$ cat config.mk
export PLATFORM = sky130hd
export DESIGN_NAME = skinny_iter_ctrl
export DESIGN_NICKNAME = d
export VERILOG_FILES = /design/src/rtl/skinny_iter_ctrl.sv
export SDC_FILE = /design/constraint.sdc
export NUM_CORES = 2
export LEC_CHECK = 0
export CAP_MARGIN = 20
export CORE_MARGIN = 2
export CORE_UTILIZATION = 30
export CTS_CLUSTER_SIZE = 40
export DETAILED_ROUTE_END_ITERATION = 6
export GPL_ROUTABILITY_DRIVEN = 0
export PLACE_DENSITY = 0.43
export RECOVER_POWER = 25
export SETUP_SLACK_MARGIN = 0.15
export SYNTH_ARGS = -nofsm -noshare
export SYNTH_HDL_FRONTEND = slang
export SYNTH_SLANG_ARGS = --single-unit
$ cat constraint.sdc
create_clock -name clk -period 15.9 [get_ports clk]
set_input_delay 1.59 -clock clk [delete_from_list [all_inputs] [get_ports clk]]
set_output_delay 1.59 -clock clk [all_outputs]
set_load 0.02 [all_outputs]
$ cat src/rtl/skinny_iter_ctrl.sv
// skinny_iter_ctrl: iterative SKINNY-128-384(+) block-cipher sequencer.
// Holds state/TK1/TK2/TK3 and the 6-bit round-constant LFSR. Each RUN cycle
// pushes them through NUMRND unrolled rounds (skinny_rnd); after
// NROUNDS/NUMRND iterations the ciphertext is presented on ct_o.
//
// Ports:
//   clk, rst_n          clock (rising edge), async active-low reset
//   in_valid/in_ready   request handshake; pt_i/tk1_i/tk2_i/tk3_i sampled on accept
//   ct_o                state register (ciphertext once out_valid)
//   out_valid/out_ready result handshake
//   busy                high while rounds are being computed
//
// state | meaning
// IDLE  | waiting for a request
// RUN   | one iteration of NUMRND rounds per cycle
// DONE  | ciphertext held until out_ready

module skinny_rnd #(
  parameter int numrnd  = 8,
  parameter int fullcnt = 1
) (
  input  logic [127:0]             roundstate,
  input  logic [63+64*fullcnt:0]   roundcnt,
  input  logic [127:0]             roundtweak,
  input  logic [127:0]             roundkey,
  input  logic [6*numrnd-1:0]      constant,
  output logic [127:0]             nextstate,
  output logic [63+64*fullcnt:0]   nextcnt,
  output logic [127:0]             nexttweak,
  output logic [127:0]             nextkey
);
  localparam int CW = 64 + 64*fullcnt;
  // Tweakey cell permutation, nibble i = source cell of destination cell i.
  localparam logic [63:0] TK_PERM = 64'h9F8DAECB01234567;

  // With a half-width TK1 the lower half is zero on entry; after an even
  // number of permutations it is zero again, so only the upper half is kept.
  if (fullcnt == 0 && (numrnd % 2) != 0) begin : g_chk_half
    $error("skinny_rnd: fullcnt=0 needs an even numrnd");
  end

  function automatic logic [7:0] sbox(input logic [7:0] x_in);
    logic [7:0] x;
    x = x_in;
    for (int r = 0; r < 4; r++) begin
      x[0] = x[0] ^ ~(x[3] | x[2]);
      x[4] = x[4] ^ ~(x[7] | x[6]);
      if (r < 3) x = {x[2], x[1], x[7], x[6], x[4], x[0], x[3], x[5]};
    end
    return {x[7:3], x[1], x[2], x[0]};
  endfunction

  function automatic logic [127:0] round_fn(input logic [127:0] s, input logic [63:0] rtk,
                                            input logic [5:0] c);
    logic [7:0]   b [16];
    logic [7:0]   t [16];
    logic [127:0] o;
    for (int i = 0; i < 16; i++) b[i] = sbox(s[127-8*i -: 8]);
    b[0] = b[0] ^ {4'h0, c[3:0]};
    b[4] = b[4] ^ {6'h0, c[5:4]};
    b[8] = b[8] ^ 8'h02;
    for (int i = 0; i < 8; i++) b[i] = b[i] ^ rtk[63-8*i -: 8];
    // row r rotates right by r
    for (int r = 0; r < 4; r++)
      for (int j = 0; j < 4; j++)
        t[4*r+j] = b[4*r + ((j - r + 4) % 4)];
    o = '0;
    for (int j = 0; j < 4; j++) begin
      o[127-8*j -: 8]      = t[j] ^ t[8+j] ^ t[12+j];
      o[127-8*(4+j) -: 8]  = t[j];
      o[127-8*(8+j) -: 8]  = t[4+j] ^ t[8+j];
      o[127-8*(12+j) -: 8] = t[j] ^ t[8+j];
    end
    return o;
  endfunction

  function automatic logic [127:0] tk_perm(input logic [127:0] k);
    logic [127:0] o;
    o = '0;
    for (int i = 0; i < 16; i++)
      o[127-8*i -: 8] = k[127-8*int'(TK_PERM[63-4*i -: 4]) -: 8];
    return o;
  endfunction

  function automatic logic [127:0] tk2_lfsr(input logic [127:0] k);
    logic [127:0] o;
    o = k;
    for (int i = 0; i < 8; i++)
      o[127-8*i -: 8] = {k[126-8*i -: 7], k[127-8*i] ^ k[125-8*i]};
    return o;
  endfunction

  function automatic logic [127:0] tk3_lfsr(input logic [127:0] k);
    logic [127:0] o;
    o = k;
    for (int i = 0; i < 8; i++)
      o[127-8*i -: 8] = {k[120-8*i] ^ k[126-8*i], k[127-8*i -: 7]};
    return o;
  endfunction

  always_comb begin : p_unroll
    logic [127:0] s, k1, k2, k3;
    s  = roundstate;
    k1 = 128'(roundcnt) << (128 - CW);
    k2 = roundtweak;
    k3 = roundkey;
    for (int r = 0; r < numrnd; r++) begin
      s  = round_fn(s, k1[127:64] ^ k2[127:64] ^ k3[127:64], constant[6*r +: 6]);
      k1 = tk_perm(k1);
      k2 = tk2_lfsr(tk_perm(k2));
      k3 = tk3_lfsr(tk_perm(k3));
    end
    nextstate = s;
    nextcnt   = k1[127 -: CW];
    nexttweak = k2;
    nextkey   = k3;
  end
endmodule

module skinny_iter_ctrl #(
  parameter int NUMRND  = 8,
  parameter int NROUNDS = 40,
  parameter int FULLCNT = 1
) (
  input  logic                   clk,
  input  logic                   rst_n,
  input  logic                   in_valid,
  output logic                   in_ready,
  input  logic [127:0]           pt_i,
  input  logic [63+64*FULLCNT:0] tk1_i,
  input  logic [127:0]           tk2_i,
  input  logic [127:0]           tk3_i,
  output logic [127:0]           ct_o,
  output logic                   out_valid,
  input  logic                   out_ready,
  output logic                   busy
);
  localparam int CW    = 64 + 64*FULLCNT;
  localparam int NITER = NROUNDS / NUMRND;
  localparam int ITW   = (NITER > 1) ? $clog2(NITER) : 1;
  localparam logic [ITW-1:0] IT_LAST = ITW'(NITER - 1);

  if (NUMRND < 1 || NROUNDS < NUMRND || (NROUNDS % NUMRND) != 0) begin : g_chk_rounds
    $error("skinny_iter_ctrl: NROUNDS must be a nonzero multiple of NUMRND");
  end

  typedef enum logic [1:0] {IDLE, RUN, DONE} fsm_t;

  fsm_t             fsm_q;
  logic [127:0]     st_q, k2_q, k3_q;
  logic [CW-1:0]    k1_q;
  logic [5:0]       rc_q;
  logic [ITW-1:0]   it_q;

  logic [127:0]        nextstate, nexttweak, nextkey;
  logic [CW-1:0]       nextcnt;
  logic [6*NUMRND-1:0] constant;
  logic [5:0]          rc_next;

  always_comb begin : p_const
    logic [5:0] c;
    c        = rc_q;
    constant = '0;
    for (int i = 0; i < NUMRND; i++) begin
      c = {c[4:0], c[5] ^ c[4] ^ 1'b1};
      constant[6*i +: 6] = c;
    end
    rc_next = c;
  end

  skinny_rnd #(.numrnd(NUMRND), .fullcnt(FULLCNT)) u_rnd (
    .roundstate (st_q),
    .roundcnt   (k1_q),
    .roundtweak (k2_q),
    .roundkey   (k3_q),
    .constant   (constant),
    .nextstate  (nextstate),
    .nextcnt    (nextcnt),
    .nexttweak  (nexttweak),
    .nextkey    (nextkey)
  );

  always_ff @(posedge clk or negedge rst_n) begin
    if (!rst_n) begin
      fsm_q <= IDLE;
      st_q  <= '0;
      k1_q  <= '0;
      k2_q  <= '0;
      k3_q  <= '0;
      rc_q  <= '0;
      it_q  <= '0;
    end else begin
      case (fsm_q)
        IDLE: if (in_valid) begin
          st_q  <= pt_i;
          k1_q  <= tk1_i;
          k2_q  <= tk2_i;
          k3_q  <= tk3_i;
          rc_q  <= '0;
          it_q  <= '0;
          fsm_q <= RUN;
        end
        RUN: begin
          st_q <= nextstate;
          k1_q <= nextcnt;
          k2_q <= nexttweak;
          k3_q <= nextkey;
          rc_q <= rc_next;
          it_q <= it_q + ITW'(1);
          if (it_q == IT_LAST) fsm_q <= DONE;
        end
        DONE: if (out_ready) begin
          it_q  <= '0;
          fsm_q <= IDLE;
        end
        default: fsm_q <= IDLE;
      endcase
    end
  end

  assign in_ready  = (fsm_q == IDLE);
  assign out_valid = (fsm_q == DONE);
  assign busy      = (fsm_q == RUN);
  assign ct_o      = st_q;
endmodule
## After elaboration in Yosys (flattened, before gate mapping)

Cells that the tools add are included.

| word-level totals | value |
|---|---|
| bits in registers | 523 |
| bits of input ports | 516 |
| word-level logic and storage cells | 3453 |

| cells by class | value |
|---|---|
| add/sub/neg operators | 1 |
| eq/ne operators | 6 |
| multiplexer cells | 17 |
| bitwise logic cells | 3416 |
| reduce and logical (&&, ||, !) cells | 6 |

Operators by type and width:

| operator | count |
|---|---|
| 8-bit XOR | 160 |
| 1-bit XOR | 1160 |
| 1-bit NOT | 1040 |
| 1-bit OR | 1024 |
| 128-bit one-hot mux with 2 select lines | 4 |
| 64-bit XOR | 16 |
| 128-bit two-way mux | 4 |
| 8-bit by 2-bit XOR with 8-bit output | 8 |
| 8-bit by 4-bit XOR with 8-bit output | 8 |
| 6-bit one-hot mux with 2 select lines | 1 |
| 3-bit one-hot mux with 3 select lines | 1 |
| 2-bit two-way mux | 3 |
| 3-bit two-way mux | 2 |
| 6-bit two-way mux | 1 |
| 2-bit one-hot mux with 3 select lines | 1 |
| 3-bit AND reduction | 2 |
| 2-bit by 1-bit inequality test with 1-bit output, second input constant | 2 |
| 3-bit by 1-bit adder with 3-bit output, second input constant | 1 |
| 3-bit equality test, second input constant | 1 |
| 3-bit nonzero test | 1 |
| 2-bit by 1-bit equality test with 1-bit output, second input constant | 1 |
| 2-bit equality test, second input constant | 1 |
| 2-bit zero test | 1 |
| 2-bit inequality test, second input constant | 1 |
| 2 further kinds | 2 |

## Longest topological paths before layout

| depth | value |
|---|---|
| depth in word-level cells | 129 |
| depth in mapped cells | 54 |
| gate-level depth less buffers | 46 |

## Modules after synthesis

Synthesis repeated with hierarchy kept, for this count alone.

| second synthesis, totals | value |
|---|---|
| cell total of the unflattened synthesis | 9825 |
| area total of the unflattened synthesis | 80387.1 µm² |

Modules (own cells, without submodules):

| module | times used | cells each | area an instance (µm²) | seq. area each (µm²) |
|---|---|---|---|---|
| skinny_rnd | 1 | 6978 | 56439.1 | 0.0 |
| skinny_iter_ctrl | 1 | 2847 | 23948.0 | 13087.6 |

## Worst setup path after synthesis

Ideal clock, no wire load.

| timing | value |
|---|---|
| path type | reg2reg |
| start | register st_q[58], in the netlist ct_o[58] |
| end | register st_q[120], in the netlist ct_o[120] |
| setup time | 0.148 ns |
| data arrival time | 14.339 ns |
| slack | 1.413 ns |
| stages on the path, launching flop included | 53 |
| path through | dfrtp_1 buf_4 or3_1 and4_1 buf_2 mux2i_4 mux2i_1 xnor2_2 xnor3_2 xor2_1 nor3_1 nor2_1 xnor3_2 mux2i_1 xor2_1 or4_1 buf_2 a21oi_1 (+17 left out) o211ai_1 xnor2_1 xnor3_1 xnor2_1 or3_1 and2_1 buf_4 xnor2_2 mux2_2 a221oi_1 xnor2_1 nor4_2 nor3_1 xnor2_1 nand2b_1 xor3_1 xnor2_1 a21oi_1 |

| on the way | value |
|---|---|
| cells in the longest elaborated chain, start to end | 110 |
| elaborated cells between the ends (all ways) | 1475 |
| those cells by class | 1 x mux; 1474 x bitwise |

RTL lines:

| what | RTL line | RTL |
|---|---|---|
| start: declaration | 150 | `logic [127:0] st_q, k2_q, k3_q;` |
| start signal: assignment | 195 | `st_q <= pt_i;` |
| start signal: assignment | 204 | `st_q <= nextstate;` |
| 1-bit OR | 46 | `x[0] = x[0] ^ ~(x[3] \| x[2]);` |
| 1-bit NOT | 46 |  |
| 1-bit XOR | 46 |  |
| 1-bit OR | 46 |  |
| 1-bit NOT | 46 |  |
| 1-bit XOR | 46 |  |
| 1-bit OR | 46 |  |
| 1-bit NOT | 46 |  |
| (+94 left out) | n/a |  |
| 1-bit OR | 46 |  |
| 1-bit NOT | 46 |  |
| 1-bit XOR | 46 |  |
| 8-bit by 4-bit XOR with 8-bit output | 59 | `b[0] = b[0] ^ {4'h0, c[3:0]};` |
| 8-bit XOR | 62 | `for (int i = 0; i < 8; i++) b[i] = b[i] ^ rtk[63-8*i -: 8];` |
| 8-bit XOR | 69 | `o[127-8*j -: 8] = t[j] ^ t[8+j] ^ t[12+j];` |
| 8-bit XOR (*) | 69 |  |
| 128-bit one-hot mux with 2 select lines (*) | 193 | `case (fsm_q)` |

Mark *: on every way between the ends. The rest lies on a longest branch, timed or not.
A chain may end at the register's enable or synchronous reset.

## Worst setup path after layout

| timing | value |
|---|---|
| start | register st_q[44], in the netlist ct_o[44] |
| end | register st_q[68], in the netlist ct_o[68] |

| on the way | value |
|---|---|
| cells in the longest elaborated chain, start to end | 101 |
| elaborated cells between the ends (all ways) | 1078 |
| those cells by class | 1 x mux; 1077 x bitwise |

RTL lines:

| what | RTL line | RTL |
|---|---|---|
| 1-bit XOR (*) | 47 | `x[4] = x[4] ^ ~(x[7] \| x[6]);` |
| 1-bit OR | 46 |  |
| 1-bit NOT | 46 |  |
| 1-bit XOR | 46 |  |
| 1-bit OR | 46 |  |
| 1-bit NOT | 46 |  |
| 1-bit XOR | 46 |  |
| 1-bit OR | 46 |  |
| (+85 left out) | n/a |  |
| 1-bit OR | 46 |  |
| 1-bit NOT | 46 |  |
| 1-bit XOR | 46 |  |
| 1-bit OR | 47 |  |
| 1-bit NOT | 47 |  |
| 1-bit XOR (*) | 47 |  |
| 8-bit XOR (*) | 62 |  |
| 128-bit one-hot mux with 2 select lines (*) | 193 |  |

Marked as above.

==> results.txt <==
The post-detailed-placement half-perimeter wirelength is 526000 um. The insertion delay of the later-clocked pin in the worst-skew pair is 760 ps. The library cell occupying the most area in the post-synthesis netlist is sky130_fd_sc_hd__xnor2_1. The worst hold path belongs to the class flop to flop. The number of hold violations in the final report came out at 0. The number of antenna violations at the first check in global routing came to 80. The synthesis-stage register bit count came out at 523. In this run the tightest slew margin relative to its limit is -2.480. Detailed routing inserted a total of 97335 vias. The worst setup path is captured at a flop. The cell area that synthesis handed to floorplanning was 85550 um^2. The area share of the largest cell type after synthesis is 0.2311.

The area of the die is 289400 um^2. The post-layout net count came out at 13225. The placement row count came out at 196. The max-capacitance violation count is 7. The number of failing setup endpoints in the final timing report is 0. The number of routed nets with antenna violations is 0. The number of clock sinks is 523. The sum of negative setup slack is 0 ps.

For this run, design rule violations remaining after detail routing come to 2. The vertical extent of the die is 538.0 um. The synthesized area per cell is 7.996 um^2. The slowest stage of the critical path belongs to the cell sky130_fd_sc_hd__xnor2_1.

Clock tree synthesis selected as its root buffer the cell sky130_fd_sc_hd__clkbuf_16. The run finished, with violations left. The number of placed I/O pins came out at 647.

The post-route cell area came out at 113500 um^2. The post-synthesis net count came out at 11217. The fraction of final layout cells sized beyond drive strength 1 came out at 0.2056. For this run the aggregate overflow at the end of global routing stands at 0.

The worst setup path is launched from a flop. The share of synthesized area occupied by flip-flops and latches came out at 0.1530. The CTS tree is built. In the post-synthesis netlist, the biggest area contributors are sky130_fd_sc_hd__xnor2_1 23%, sky130_fd_sc_hd__dfrtp_1 15%, sky130_fd_sc_hd__xor2_1 8.5%.

The overall routing resource usage came out at 0.4065. The data required time of the worst path is 16440 ps. The final number of max-transition violations came to 370. The final period utilization is 0.9980.

The starting density of the core came out at 0.3007. The tightest hold path in the finished design has a slack of 491.7 ps. The post-place instance area came out at 109300 um^2. The slew at the pin closest to its max-slew limit is 5219 ps. The cell count after synthesis came out at 10699. Wires add up to 608500 um. In this design, the critical path's most frequently occurring cell is sky130_fd_sc_hd__buf_4.

The minimum period implied by the final worst setup slack came out at 15870 ps. The final reports fail on DRC, capacitance limit, slew limit. Setup repair after global routing could not meet its margin everywhere. The library cell used most frequently in the layout, excluding fill and tap cells, is sky130_fd_sc_hd__xnor2_1. The number of enable flip-flop cells after synthesis is 0. The first TritonRoute pass finished after 7 iterations. The average wire per cell in the routed design came out at 36.73 um. The area added between synthesis and finish came out at 32.68%. The start-to-end type of the worst setup path is flop to flop. Clock tree synthesis inserted a total of 69 buffers. In this run, the number of DRC markers left after iteration 0 of detailed routing was 14402.

The highest attainable clock frequency came out at 63.02 MHz. In this run the worst path has a maximum fanout of 6. The proportion of register bits with asynchronous set or reset after synthesis came out at 1.000. The arrival time at the worst endpoint came out at 16400 ps.

The largest net degree at the start of global routing came out at 181. The clock passes through at most 3 buffers. Among all flip-flop cells after synthesis, the most frequent one is sky130_fd_sc_hd__dfrtp_1. The Yosys warning count came out at 0. From left edge to right edge, the die measures 538.0 um. The clock tree synthesis step divided the H-tree into 3 levels.

The number of distinct library cell variants in the gate-level netlist after synthesis is 136. The worst clock skew came out at 71.53 ps. Buffers placed on the I/O ports in this run total 646. The global-route wire length before repair came out at 792300 um.

After clock tree synthesis, the clock-pin slew on the worst setup and hold paths is 60 ps. The number of global-route vias before repair came out at 88878. The delay of the slowest cell on the worst path is 940 ps.

The area of the core came out at 284500 um^2. The top cell types in the final layout, fill and taps aside, are 2126 x sky130_fd_sc_hd__xnor2_1, 1926 x sky130_fd_sc_hd__buf_4, 1221 x sky130_fd_sc_hd__nand2_1. In this run, post-CTS hold repair placed 0 buffers. Dividing the detail-routed via count by the number of cells gives 5.875.
## cell families (layout without fill, tap and decap cells)
kind of cell,Yosys count,count (layout),share of synthesized area
adders and majority gates,2,2,0.0002925
DFF,523,523,0.1530
muxes,260,260,0.03194
other,0,45,0
AOI/OAI and AO/OA,1990,1990,0.1579
xor gates and xnor gates,3468,3468,0.4155
and+or+nand+nor,3680,3680,0.2064
buffers and inverters,776,2837,0.03501
## stage by stage
step | cells | worst slack (ps) | utilization
finish | 16567 | 31.24 | 0.3990
global route | 16537 | -13.15 | 0.3987
CTS | 16487 | 47.92 | 0.3930
detailed placement | 16363 | -136.5 | 0.3843
global placement | 16351 | -109.9 | 0.3840
floorplan | 10699 | 1413 | -
## synthesized netlist by cell type, types with 71 or more instances
library cell,instances
sky130_fd_sc_hd__nand2_1,1222
sky130_fd_sc_hd__dfrtp_1,523
sky130_fd_sc_hd__inv_1,111
sky130_fd_sc_hd__or3_1,131
sky130_fd_sc_hd__o21ai_0,386
sky130_fd_sc_hd__xnor2_1,2257
sky130_fd_sc_hd__nand3_1,233
sky130_fd_sc_hd__and2_1,133
sky130_fd_sc_hd__nor3_1,257
sky130_fd_sc_hd__nor4_1,102
sky130_fd_sc_hd__o22ai_1,71
sky130_fd_sc_hd__xor2_1,826
sky130_fd_sc_hd__nand4_1,112
sky130_fd_sc_hd__xnor3_1,300
sky130_fd_sc_hd__o211ai_1,87
sky130_fd_sc_hd__mux2i_1,200
sky130_fd_sc_hd__nand2b_1,71
sky130_fd_sc_hd__a31oi_1,393
sky130_fd_sc_hd__nor2_1,937
sky130_fd_sc_hd__a21oi_1,284
sky130_fd_sc_hd__clkbuf_1,573
sky130_fd_sc_hd__and3_1,84
## final timing paths
path                       endpoint  slack, ps      from  cells after the start
setup / recovery           ct_o[68]         30  ct_o[44]                     51
hold / removal              it_q[2]        490   it_q[2]                      1
setup reg to reg           ct_o[68]         30  ct_o[44]                     51
hold reg to reg             it_q[2]        490   it_q[2]                      1
max in group asynchronous  ct_o[31]       6260     rst_n                      3
min in group asynchronous   it_q[0]       2730     rst_n                      1
## state kept, by name (all words and copies together) (netlist names)
name,count
fsm_q,2
ct_o,128
k3_q,128
it_q,3
k2_q,128
rc_q,6
k1_q,128
## final cells by class
type                    count  area (um^2)
inverters                 114        429.2
multi-input cells        9400        71390
fillers                 29206       171000
well taps                3762         4707
flip-flops and latches    523        13110
repair buffers           2599        21360
clock buffers              95         1954
clock inverters            29        430.4
diodes                     45        112.6
## layer usage
metal / track usage / routed length, um / up-vias
li1: - / - / 41289
met5: 0 / 202 / -
met2: 0.5451 / 230700 / 6712
met4: 0.3751 / 69760 / 32
met3: 0.1477 / 77860 / 1510
met1: 0.4996 / 230000 / 47792
## what timing repair did
item                       4_1_cts  5_1_grt
buffers inserted                 0       18
pin swaps                        0       17
gates resized for setup         15      245
setup endpoints to repair       44      114
## worst max-delay path, delay by kind of cell, from the launching register on
family	cells	cell delay, ps
simple gates	11	2830
mux	4	1620
xor+xnor	17	5940
flops	1	530
buf+inv	10	1910
compound gates	9	2760
Power is left out: the tool's default activity adds up to more than one toggle a clock period on the data nets, which glitch-free logic cannot reach.
